### config.mk
export PLATFORM = sky130hd
export DESIGN_NAME = bus_dest_decoder_flat
export DESIGN_NICKNAME = d
export VERILOG_FILES = /design/src/rtl/bus_dest_decoder_if.sv /design/src/rtl/bus_dest_decoder.sv /design/src/flat_wrapper.sv
export SDC_FILE = /design/constraint.sdc
export NUM_CORES = 1
export LEC_CHECK = 0
export CAP_MARGIN = 20
export CORE_AREA = 2 2 104 106
export CTS_CLUSTER_SIZE = 8
export DETAILED_ROUTE_END_ITERATION = 7
export DIE_AREA = 0 0 106 108
export GPL_TIMING_DRIVEN = 0
export PLACE_DENSITY = 0.78
export SLEW_MARGIN = 10
export SYNTH_ARGS = -nofsm -noshare
export SYNTH_HDL_FRONTEND = slang
export SYNTH_SLANG_ARGS = --single-unit
### constraint.sdc
create_clock -name clock -period 6.25 [get_ports clock]
set_input_delay 0.9375 -clock clock [delete_from_list [all_inputs] [get_ports clock]]
set_output_delay 0.9375 -clock clock [all_outputs]
set_load 0.02 [all_outputs]
### src/rtl/bus_dest_decoder_if.sv
// Request/issue bundle between the control unit and the destination decoder.
// The master drives transfer requests; the slave returns load strobes and status.
interface bus_dest_decoder_if #(
    parameter int NDEST = 25
);
    logic             req_valid;
    logic [4:0]       req_dest;
    logic [31:0]      req_data;
    logic             req_ready;
    logic             hold;
    logic [NDEST-1:0] load_en;
    logic [31:0]      load_data;
    logic             busy;
    logic             err_illegal;
    logic [4:0]       err_code;
    logic             err_clr;

    modport master (
        output req_valid, req_dest, req_data, hold, err_clr,
        input  req_ready, load_en, load_data, busy, err_illegal, err_code
    );

    modport slave (
        input  req_valid, req_dest, req_data, hold, err_clr,
        output req_ready, load_en, load_data, busy, err_illegal, err_code
    );
endinterface

### src/rtl/bus_dest_decoder.sv
// Destination decoder: two-entry request queue feeding a registered one-hot
// load-enable stage, with sticky reporting of illegal destination codes.
module bus_dest_decoder #(
    parameter int DEPTH = 2,
    parameter int NDEST = 25
) (
    input logic              clock,
    input logic              clear,
    bus_dest_decoder_if.slave bus
);
    logic [4:0]       q_dest [DEPTH];
    logic [31:0]      q_data [DEPTH];
    logic             wr_ptr;
    logic             rd_ptr;
    logic [1:0]       count;
    logic             push;
    logic             pop;
    logic [4:0]       head_dest;
    logic [31:0]      head_data;
    logic             head_legal;
    logic [NDEST-1:0] onehot;
    logic [NDEST-1:0] load_en_q;
    logic [31:0]      load_data_q;
    logic             err_illegal_q;
    logic [4:0]       err_code_q;

    // Ready comes only from the registered count, so there is no path from req_valid.
    assign bus.req_ready = (count < 2'(DEPTH));
    assign push          = bus.req_valid && bus.req_ready;
    assign pop           = (count != 2'd0) && !bus.hold;

    assign head_dest  = q_dest[rd_ptr];
    assign head_data  = q_data[rd_ptr];
    assign head_legal = (head_dest <= 5'(NDEST - 1));
    assign onehot     = {{(NDEST-1){1'b0}}, 1'b1} << head_dest;

    // Storage needs no reset: the pointers and count alone decide what is live.
    always_ff @(posedge clock) begin
        if (push) begin
            q_dest[wr_ptr] <= bus.req_dest;
            q_data[wr_ptr] <= bus.req_data;
        end
    end

    always_ff @(posedge clock or negedge clear) begin
        if (!clear) begin
            wr_ptr <= 1'b0;
            rd_ptr <= 1'b0;
            count  <= 2'd0;
        end else begin
            if (push) wr_ptr <= ~wr_ptr;
            if (pop)  rd_ptr <= ~rd_ptr;
            case ({push, pop})
                2'b10:   count <= count + 2'd1;
                2'b01:   count <= count - 2'd1;
                default: count <= count;
            endcase
        end
    end

    always_ff @(posedge clock or negedge clear) begin
        if (!clear) begin
            load_en_q   <= '0;
            load_data_q <= '0;
        end else if (pop && head_legal) begin
            load_en_q   <= onehot;
            load_data_q <= head_data;
        end else begin
            load_en_q   <= '0;
            load_data_q <= '0;
        end
    end

    // A clear on the same edge as an illegal issue wins and that event is lost.
    always_ff @(posedge clock or negedge clear) begin
        if (!clear) begin
            err_illegal_q <= 1'b0;
            err_code_q    <= 5'd0;
        end else if (bus.err_clr) begin
            err_illegal_q <= 1'b0;
            err_code_q    <= 5'd0;
        end else if (pop && !head_legal) begin
            err_illegal_q <= 1'b1;
            if (!err_illegal_q) err_code_q <= head_dest;
        end
    end

    assign bus.load_en     = load_en_q;
    assign bus.load_data   = load_data_q;
    assign bus.err_illegal = err_illegal_q;
    assign bus.err_code    = err_code_q;
    assign bus.busy        = (count != 2'd0) || (load_en_q != '0);
endmodule

### src/flat_wrapper.sv
// flat-port wrapper written by rule: the top's interface ports become plain ports
module bus_dest_decoder_flat 
#(
    parameter int DEPTH = 2,
    parameter int NDEST = 25
)
  (clock, clear, bus_req_valid, bus_req_dest, bus_req_data, bus_hold, bus_err_clr, bus_req_ready, bus_load_en, bus_load_data, bus_busy, bus_err_illegal, bus_err_code);
  bus_dest_decoder_if #(.NDEST(NDEST)) bus_i ();
  input logic clock;
  input logic clear;
  input wire logic [$bits(bus_i.req_valid)-1:0] bus_req_valid;
  input wire logic [$bits(bus_i.req_dest)-1:0] bus_req_dest;
  input wire logic [$bits(bus_i.req_data)-1:0] bus_req_data;
  input wire logic [$bits(bus_i.hold)-1:0] bus_hold;
  input wire logic [$bits(bus_i.err_clr)-1:0] bus_err_clr;
  output wire logic [$bits(bus_i.req_ready)-1:0] bus_req_ready;
  output wire logic [$bits(bus_i.load_en)-1:0] bus_load_en;
  output wire logic [$bits(bus_i.load_data)-1:0] bus_load_data;
  output wire logic [$bits(bus_i.busy)-1:0] bus_busy;
  output wire logic [$bits(bus_i.err_illegal)-1:0] bus_err_illegal;
  output wire logic [$bits(bus_i.err_code)-1:0] bus_err_code;
  assign bus_i.req_valid = bus_req_valid;
  assign bus_i.req_dest = bus_req_dest;
  assign bus_i.req_data = bus_req_data;
  assign bus_i.hold = bus_hold;
  assign bus_i.err_clr = bus_err_clr;
  assign bus_req_ready = bus_i.req_ready;
  assign bus_load_en = bus_i.load_en;
  assign bus_load_data = bus_i.load_data;
  assign bus_busy = bus_i.busy;
  assign bus_err_illegal = bus_i.err_illegal;
  assign bus_err_code = bus_i.err_code;
  bus_dest_decoder #(.DEPTH(DEPTH), .NDEST(NDEST)) u_core (.clock(clock), .clear(clear), .bus(bus_i));
endmodule
==> reports/qor.txt, run 1 <==
Status = completed
Chip width = 106 µm
Die area = 11400 µm²
Unrepaired setup endpoints after global routing = false
CTS Hold Buffers Added = 0
Max_slew headroom = 55.0%
Number of DRC markers in iteration 0 = 147
CP Class = reg2out
Worst Max-Slew Pin Slew = 0.673 ns
Worst setup path endpoint = bus_busy
CP required = 5.31 ns
CTS tree = done
CORE AREA = 10200 µm²
Slew Viols, Final = 0
Crit path time final = 3.10 ns
Cell count after synthesis = 319
Final Cycle Share = 49.6%
Avg WL per Cell = 16.1 µm
Worst Hold Class = in2async
Worst hold slack = 0.267 ns
Dpl hpwl = 6360 µm
Pre-CTS WS = 3.44 ns
R2r startpoint = u_core.count[0]$_DFFE_PN0P_
GRT Util Overall = 18.2%
Sequential share of the synthesized area = 77.3%
First-pass GRT wire length = 15600 µm
CTS sink cnt = 141
# fillers = 690
Fmax = 322 MHz
Final nets = 490
GPL Wtd Cong = 0.865
H-tree depth = 4
Crit path largest cell delay = 0.55 ns
Critical Path Start = u_core.count[0]$_DFFE_PN0P_
Vias per cell = 5.06
Overflow after GRT = 0
DRC viols = 0
Critical Path AT = 2.16 ns
Final setup viols = 0
Root buffer cell = clkbuf_8
Nature of the critical path endpoint = output port
Worst Skew = 0.00679 ns
Chip height = 108 µm
P&R area growth vs syn = 39.2%
Starting Density = 49.3%
CTS clock-pin slew for the worst setup and hold paths = 0.06 ns
Post-Route WL = 9610 µm
Vias in the first global route = 3150
Setup bufs post-CTS = 0
R2R setup slack = 4.15 ns
Commonest non-fill, non-tap cells in the layout = 105 x clkdlybuf4s50_1, 74 x edfxtp_1, 67 x dfrtp_1, 52 x nor2_1, 33 x mux2i_1
Final Power = 0.00319 W
# IOs = 107
R2R Path End = u_core.count[1]$_DFFE_PN0P_
Syn nets = 362
YS warnings = 0
Number of max-cap violations = 0
Worst-path cell chain = nor4_1, and4_1, nand4_1, clkdlybuf4s50_1
Lkg Pwr = 2.84 nW
Worst VDD drop = 0.261 mV
Post_cts resized = 0
Endpoints failing hold = 0
Final WS setup = 3.15 ns
Setup TNS = 0 ns
Crit-path max FO = 4
Initial antenna violation count = 0
Largest net degree at the start of global routing = 57
Clock buffer depth = 2
Critical path launch point type = flop
DRT Pass-1 Iters = 4
Layout cell share with drive strength beyond 1 = 13.5%
Rows = 37
Synthesized area = 5040 µm²
Avg Inst Size Synth = 15.8 µm²
Ant. Diodes = 0
Worst-Skew Late Latency = 0.51 ns
Vias = 3018
Synth Register Bits = 141
ANT nets after route = 0
R2R cell count = 5
PD cells = 454 nW/µm²
Yosys cell types = 35
Port-buffer cells = 106
Most common cell after layout, fill and taps aside = clkdlybuf4s50_1
CTS Buf Count = 17
CP max stage cell = clkdlybuf4s50_1
==> logic make-up after synthesis <==
family,Yosys count,synth area share [%]
DFF,141,77.3
and+or+nand+nor,99,9.56
muxes,34,6.78
AOI/OAI and AO/OA,22,3.18
buffers and inverters,17,2.04
xor gates and xnor gates,5,0.869
adders and majority gates,1,0.248
==> state kept, by name, summed over array words and instances, names as in the netlist <==
| signal | flops |
|---|---|
| u_core.count | 2 |
| u_core.q_dest | 10 |
| u_core.wr_ptr | 1 |
| u_core.q_data | 64 |
| u_core.rd_ptr | 1 |
| u_core.bus.err_illegal | 1 |
| u_core.bus.load_en | 25 |
| u_core.bus.load_data | 32 |
| u_core.bus.err_code | 5 |
==> how the worst min path moves through the flow <==
stage / startpoint / end / slack, ns / cells after the start
after floorplan: u_core.wr_ptr$_DFFE_PN0P_ / u_core.wr_ptr$_DFFE_PN0P_ / 0.46 / 1
after global placement: u_core.q_data[0][14]$_DFFE_PP_ / u_core.bus.load_data[14]$_DFF_PN0_ / 0.47 / 2
after detailed placement: u_core.q_data[0][24]$_DFFE_PP_ / u_core.bus.load_data[24]$_DFF_PN0_ / 0.47 / 2
after CTS: clear / u_core.bus.load_data[26]$_DFF_PN0_ / 0.25 / 1
after global routing: clear / u_core.bus.load_data[25]$_DFF_PN0_ / 0.25 / 1
final: clear / u_core.bus.err_code[2]$_DFFE_PN0P_ / 0.27 / 1
==> stage by stage <==
step	instance area, µm²	cells	util (%)
5_1_grt	7020	596	68.6
2_1_floorplan	5040	319	-
4_1_cts	7020	596	68.6
3_5_place_dp	6360	564	62.2
6_report	7020	596	68.6
3_3_place_gp	6270	561	61.3
==> per-layer routing <==
metal	vias to the layer above	GRT usage [%]	share of wire (%)	routed length, µm
met4	0	9.02	1.5	144
met5	-	0	0	0
li1	1419	-	-	-
met1	1466	21.3	41	3940
met3	14	5.00	5.6	534
met2	119	31.2	52	4980
==> where the power goes <==
part | internal, W | leakage [nW] | switching [W]
sequential | 0.00117 | 1.58 | 0.0000675
clock | 0.000730 | 0.316 | 0.000371
combinational | 0.000373 | 0.942 | 0.000473
total | 0.00227 | 2.84 | 0.000911
==> synth_stat cells, drive strengths merged <==
| cell type | n | area share [%] |
|---|---|---|
| o211a | 1 | 0.20 |
| o211ai | 1 | 0.25 |
| o32ai | 3 | 0.52 |
| nor2b | 1 | 0.12 |
| a221o | 1 | 0.20 |
| nor4 | 6 | 0.74 |
| a311oi | 3 | 0.52 |
| o21bai | 1 | 0.15 |
| mux2i | 33 | 6.6 |
| nand2b | 1 | 0.12 |
| or4b | 1 | 0.20 |
| and4 | 1 | 0.17 |
| ha | 1 | 0.25 |
| nand3b | 1 | 0.15 |
| and3 | 5 | 0.62 |
| inv | 8 | 0.60 |
| buf | 9 | 1.4 |
| dfrtp | 67 | 33 |
| a32oi | 2 | 0.35 |
| xnor2 | 5 | 0.87 |
| nor3 | 2 | 0.20 |
| nor2 | 64 | 5.3 |
| a21oi | 10 | 0.99 |
| nand3 | 4 | 0.40 |
| nand2 | 9 | 0.82 |
| edfxtp | 74 | 44 |
| or4 | 1 | 0.22 |
| nor4b | 1 | 0.17 |
| and3b | 1 | 0.17 |
| mux2 | 1 | 0.22 |
| nand4 | 1 | 0.12 |
==> final cells by class <==
cell class / instances / area [µm²] / share of cell area, %
multi-input cells: 161 / 1050 / 14.9
flip-flops and latches: 141 / 3900 / 55.5
repair buffers: 109 / 1140 / 16.3
clock buffers: 18 / 418 / 5.95
well taps: 136 / 170 / 2.42
clock inverters: 14 / 240 / 3.42
inverters: 8 / 30.0 / 0.428
plain buffers: 9 / 72.6 / 1.03
==> worst max-delay path: cells and delay by family, from the launching register on <==
family	cells	cell delay (ns)
AND/OR/NAND/NOR	3	0.67
buffers and inverters	1	0.55
flip-flops	1	0.43
Note: power is estimated with default switching activity, not from simulation.
==> run 2, diff against run 1 <==
--- a/config.mk
+++ b/config.mk
@@ -6,12 +6,12 @@
 export NUM_CORES = 1
 export LEC_CHECK = 0
 export CAP_MARGIN = 20
-export CORE_AREA = 2 2 104 106
+export CORE_AREA = 2 2 109 111
 export CTS_CLUSTER_SIZE = 8
 export DETAILED_ROUTE_END_ITERATION = 7
-export DIE_AREA = 0 0 106 108
+export DIE_AREA = 0 0 111 113
 export GPL_TIMING_DRIVEN = 0
-export PLACE_DENSITY = 0.78
+export PLACE_DENSITY = 0.75
 export SLEW_MARGIN = 10
 export SYNTH_ARGS = -nofsm -noshare
 export SYNTH_HDL_FRONTEND = slang
==> constraint.sdc (replaced) <==
create_clock -name clock -period 2.5 [get_ports clock]
set_input_delay 0.375 -clock clock [delete_from_list [all_inputs] [get_ports clock]]
set_output_delay 0.375 -clock clock [all_outputs]
set_load 0.02 [all_outputs]
==> reports/qor.txt, run 2 (synthesis results as in run 1) <==
Fin cells = 604 (was 596)
DRC viols = 0 (unchanged)
Setup bufs post-CTS = 0 (unchanged)
Sw power = 0.00223 W (was 0.000911 W)
Crit-path max FO = 4 (unchanged)
Avg WL per Cell = 15.8 µm (was 16.1 µm)
CTS tree = done (unchanged)
Reg power frac = 39.9% (was 38.9%)
Worst-Skew Late Latency = 0.41 ns (was 0.51 ns)
Switching share of total power = 28.8% (was 28.6%)
Number of max-cap violations = 0 (unchanged)
Status = completed (unchanged)
Post-layout util = 62.3% (was 68.6%)
Ant. Diodes = 0 (unchanged)
R2r startpoint = u_core.count[0]$_DFFE_PN0P_ (unchanged)
CP required = 2.12 ns (was 5.31 ns)
Critical Path Start = u_core.count[0]$_DFFE_PN0P_ (unchanged)
GRT Util Overall = 16.0% (was 18.2%)
CP Class = reg2out (unchanged)
Int Pwr = 0.00552 W (was 0.00227 W)
Final setup viols = 0 (unchanged)
Vias per cell = 4.96 (was 5.06)
Starting Density = 44.7% (was 49.3%)
CORE AREA = 11300 µm² (was 10200 µm²)
Gate power share = 27.3% (was 26.5%)
Vias in the first global route = 3135 (was 3150)
Commonest non-fill, non-tap cells in the layout = 105 x clkdlybuf4s50_1, 74 x edfxtp_1, 67 x dfrtp_1, 52 x nor2_1, 33 x mux2i_1 (unchanged)
CTS clock-pin slew for the worst setup and hold paths = 0.06 ns (about the same)
First-pass GRT wire length = 15400 µm (was 15600 µm)
Placed Cells = 571 (was 564)
Clock buffer depth = 2 (unchanged)
Biggest register = u_core.q_data (unchanged)
Fmax = 416 MHz
H-tree depth = 4 (unchanged)
Largest net degree at the start of global routing = 56 (was 57)
CTS sink cnt = 141 (unchanged)
CTS Buf Count = 17 (unchanged)
PD cells = 1100 nW/µm² (was 454 nW/µm²)
Critical path launch point type = flop (unchanged)
# IOs = 107 (unchanged)
Initial antenna violation count = 0 (unchanged)
Port-buffer cells = 106 (unchanged)
Vias = 2998 (was 3018)
Critical Path AT = 2.03 ns (was 2.16 ns)
Clk pwr share = 32.8% (was 34.6%)
Post-Route WL = 9540 µm (was 9610 µm)
Chip width = 111 µm (was 106 µm)
Max_slew headroom = 53.1% (was 55.0%)
Root buffer cell = clkbuf_16 (was clkbuf_8)
Overflow after GRT = 0 (unchanged)
GPL Wtd Cong = 0.821 (was 0.865)
P&R area growth vs syn = 39.2% (about the same)
ANT nets after route = 0 (unchanged)
Max reg flops = 64 (unchanged)
Die area = 12500 µm² (was 11400 µm²)
Endpoints failing hold = 0 (unchanged)
Worst VDD drop = 0.708 mV (was 0.261 mV)
Crit path time final = 2.40 ns
Slew Viols, Final = 0 (unchanged)
Number of DRC markers in iteration 0 = 137 (was 147)
Dpl hpwl = 6420 µm (was 6360 µm)
Lkg Pwr = 2.84 nW (about the same)
Final nets = 491 (was 490)
Rows = 39 (was 37)
Worst Hold Class = in2async (unchanged)
Final Cycle Share = 96.1%
Chip height = 113 µm (was 108 µm)
Layout cell share with drive strength beyond 1 = 13.4% (was 13.5%)
DRT Pass-1 Iters = 4 (unchanged)
Worst Skew = 0.00790 ns (was 0.00679 ns)
Final Power = 0.00775 W (was 0.00319 W)
Most common cell after layout, fill and taps aside = clkdlybuf4s50_1 (unchanged)
Worst Max-Slew Pin Slew = 0.702 ns (was 0.673 ns)
Nature of the critical path endpoint = output port (unchanged)
-- run 2: timing repair --
item / CTS / global route
hold endpoints to repair: 12 / 0
hold buffers: 1 / 0
setup endpoints to repair: 0 / 1
gates resized for setup: 0 / 1
-- run 2: worst paths after layout --
path                       slack (ns)  depth (start not counted)                            endpoint
setup reg to reg                 0.40                          5         u_core.count[1]$_DFFE_PN0P_
setup / recovery                  0.1                          4                            bus_busy
hold reg to reg                  0.48                          2  u_core.bus.load_data[31]$_DFF_PN0_
max in group asynchronous        1.62                          3  u_core.bus.load_data[10]$_DFF_PN0_
min in group clock               0.48                          2  u_core.bus.load_data[31]$_DFF_PN0_
hold / removal                   0.36                          2  u_core.bus.err_illegal$_DFFE_PN0P_
-- run 2: per-layer routing --
metal | track usage (%) | up-vias | part of all wire (%)
met2 | 27.0 | 110 | 52
li1 | - | 1411 | -
met1 | 18.6 | 1467 | 40
met5 | 0 | - | 0
met4 | 6.92 | 0 | 1.0
met3 | 6.00 | 10 | 6.6
-- run 2: power groups by stage --
stage | Sequential (W) | Clock (W) | Combinational, W
final | 0.00309 | 0.00254 | 0.00211
after global placement | 0.00313 | 0 | 0.00203
after detailed placement | 0.00313 | 0 | 0.00212
after CTS | 0.00309 | 0.00258 | 0.00214
after floorplan | 0.00335 | 0 | 0.00103
after global routing | 0.00313 | 0.00269 | 0.00228
-- run 2: final cells by class --
type                            count  area, µm²
Buffer                              9       72.6
Clock buffer                       27        599
Clock inverter                      5       32.5
Fill cell                         839       4250
Inverter                            8       30.0
Multi-Input combinational cell    161       1050
Sequential cell                   141       3900
Tap cell                          143        179
Timing Repair Buffer              110       1150
-- run 2: worst max-delay path: stages, from the launching register on --
cell,delay (ns)
dfrtp_1,0.43
nor4_2,0.33
and4_1,0.24
nand4_1,0.07
clkdlybuf4s50_1,0.55
-- run 2: through the flow --
| stage | hold slack, ns | worst slack, ns | cell area (µm²) | TNS, ns |
|---|---|---|---|---|
| final | 0.362 | 0.0968 | 7020 | 0 |
| after global routing | 0.360 | -0.0594 | 7020 | -0.0594 |
| after CTS | 0.354 | 0.0683 | 7010 | 0 |
| after detailed placement | 0.242 | 0.222 | 6370 | 0 |
| after global placement | 0.472 | -1.20 | 6280 | -104.83 |
| after floorplan | 0.0794 | 0.380 | 5040 | 0 |
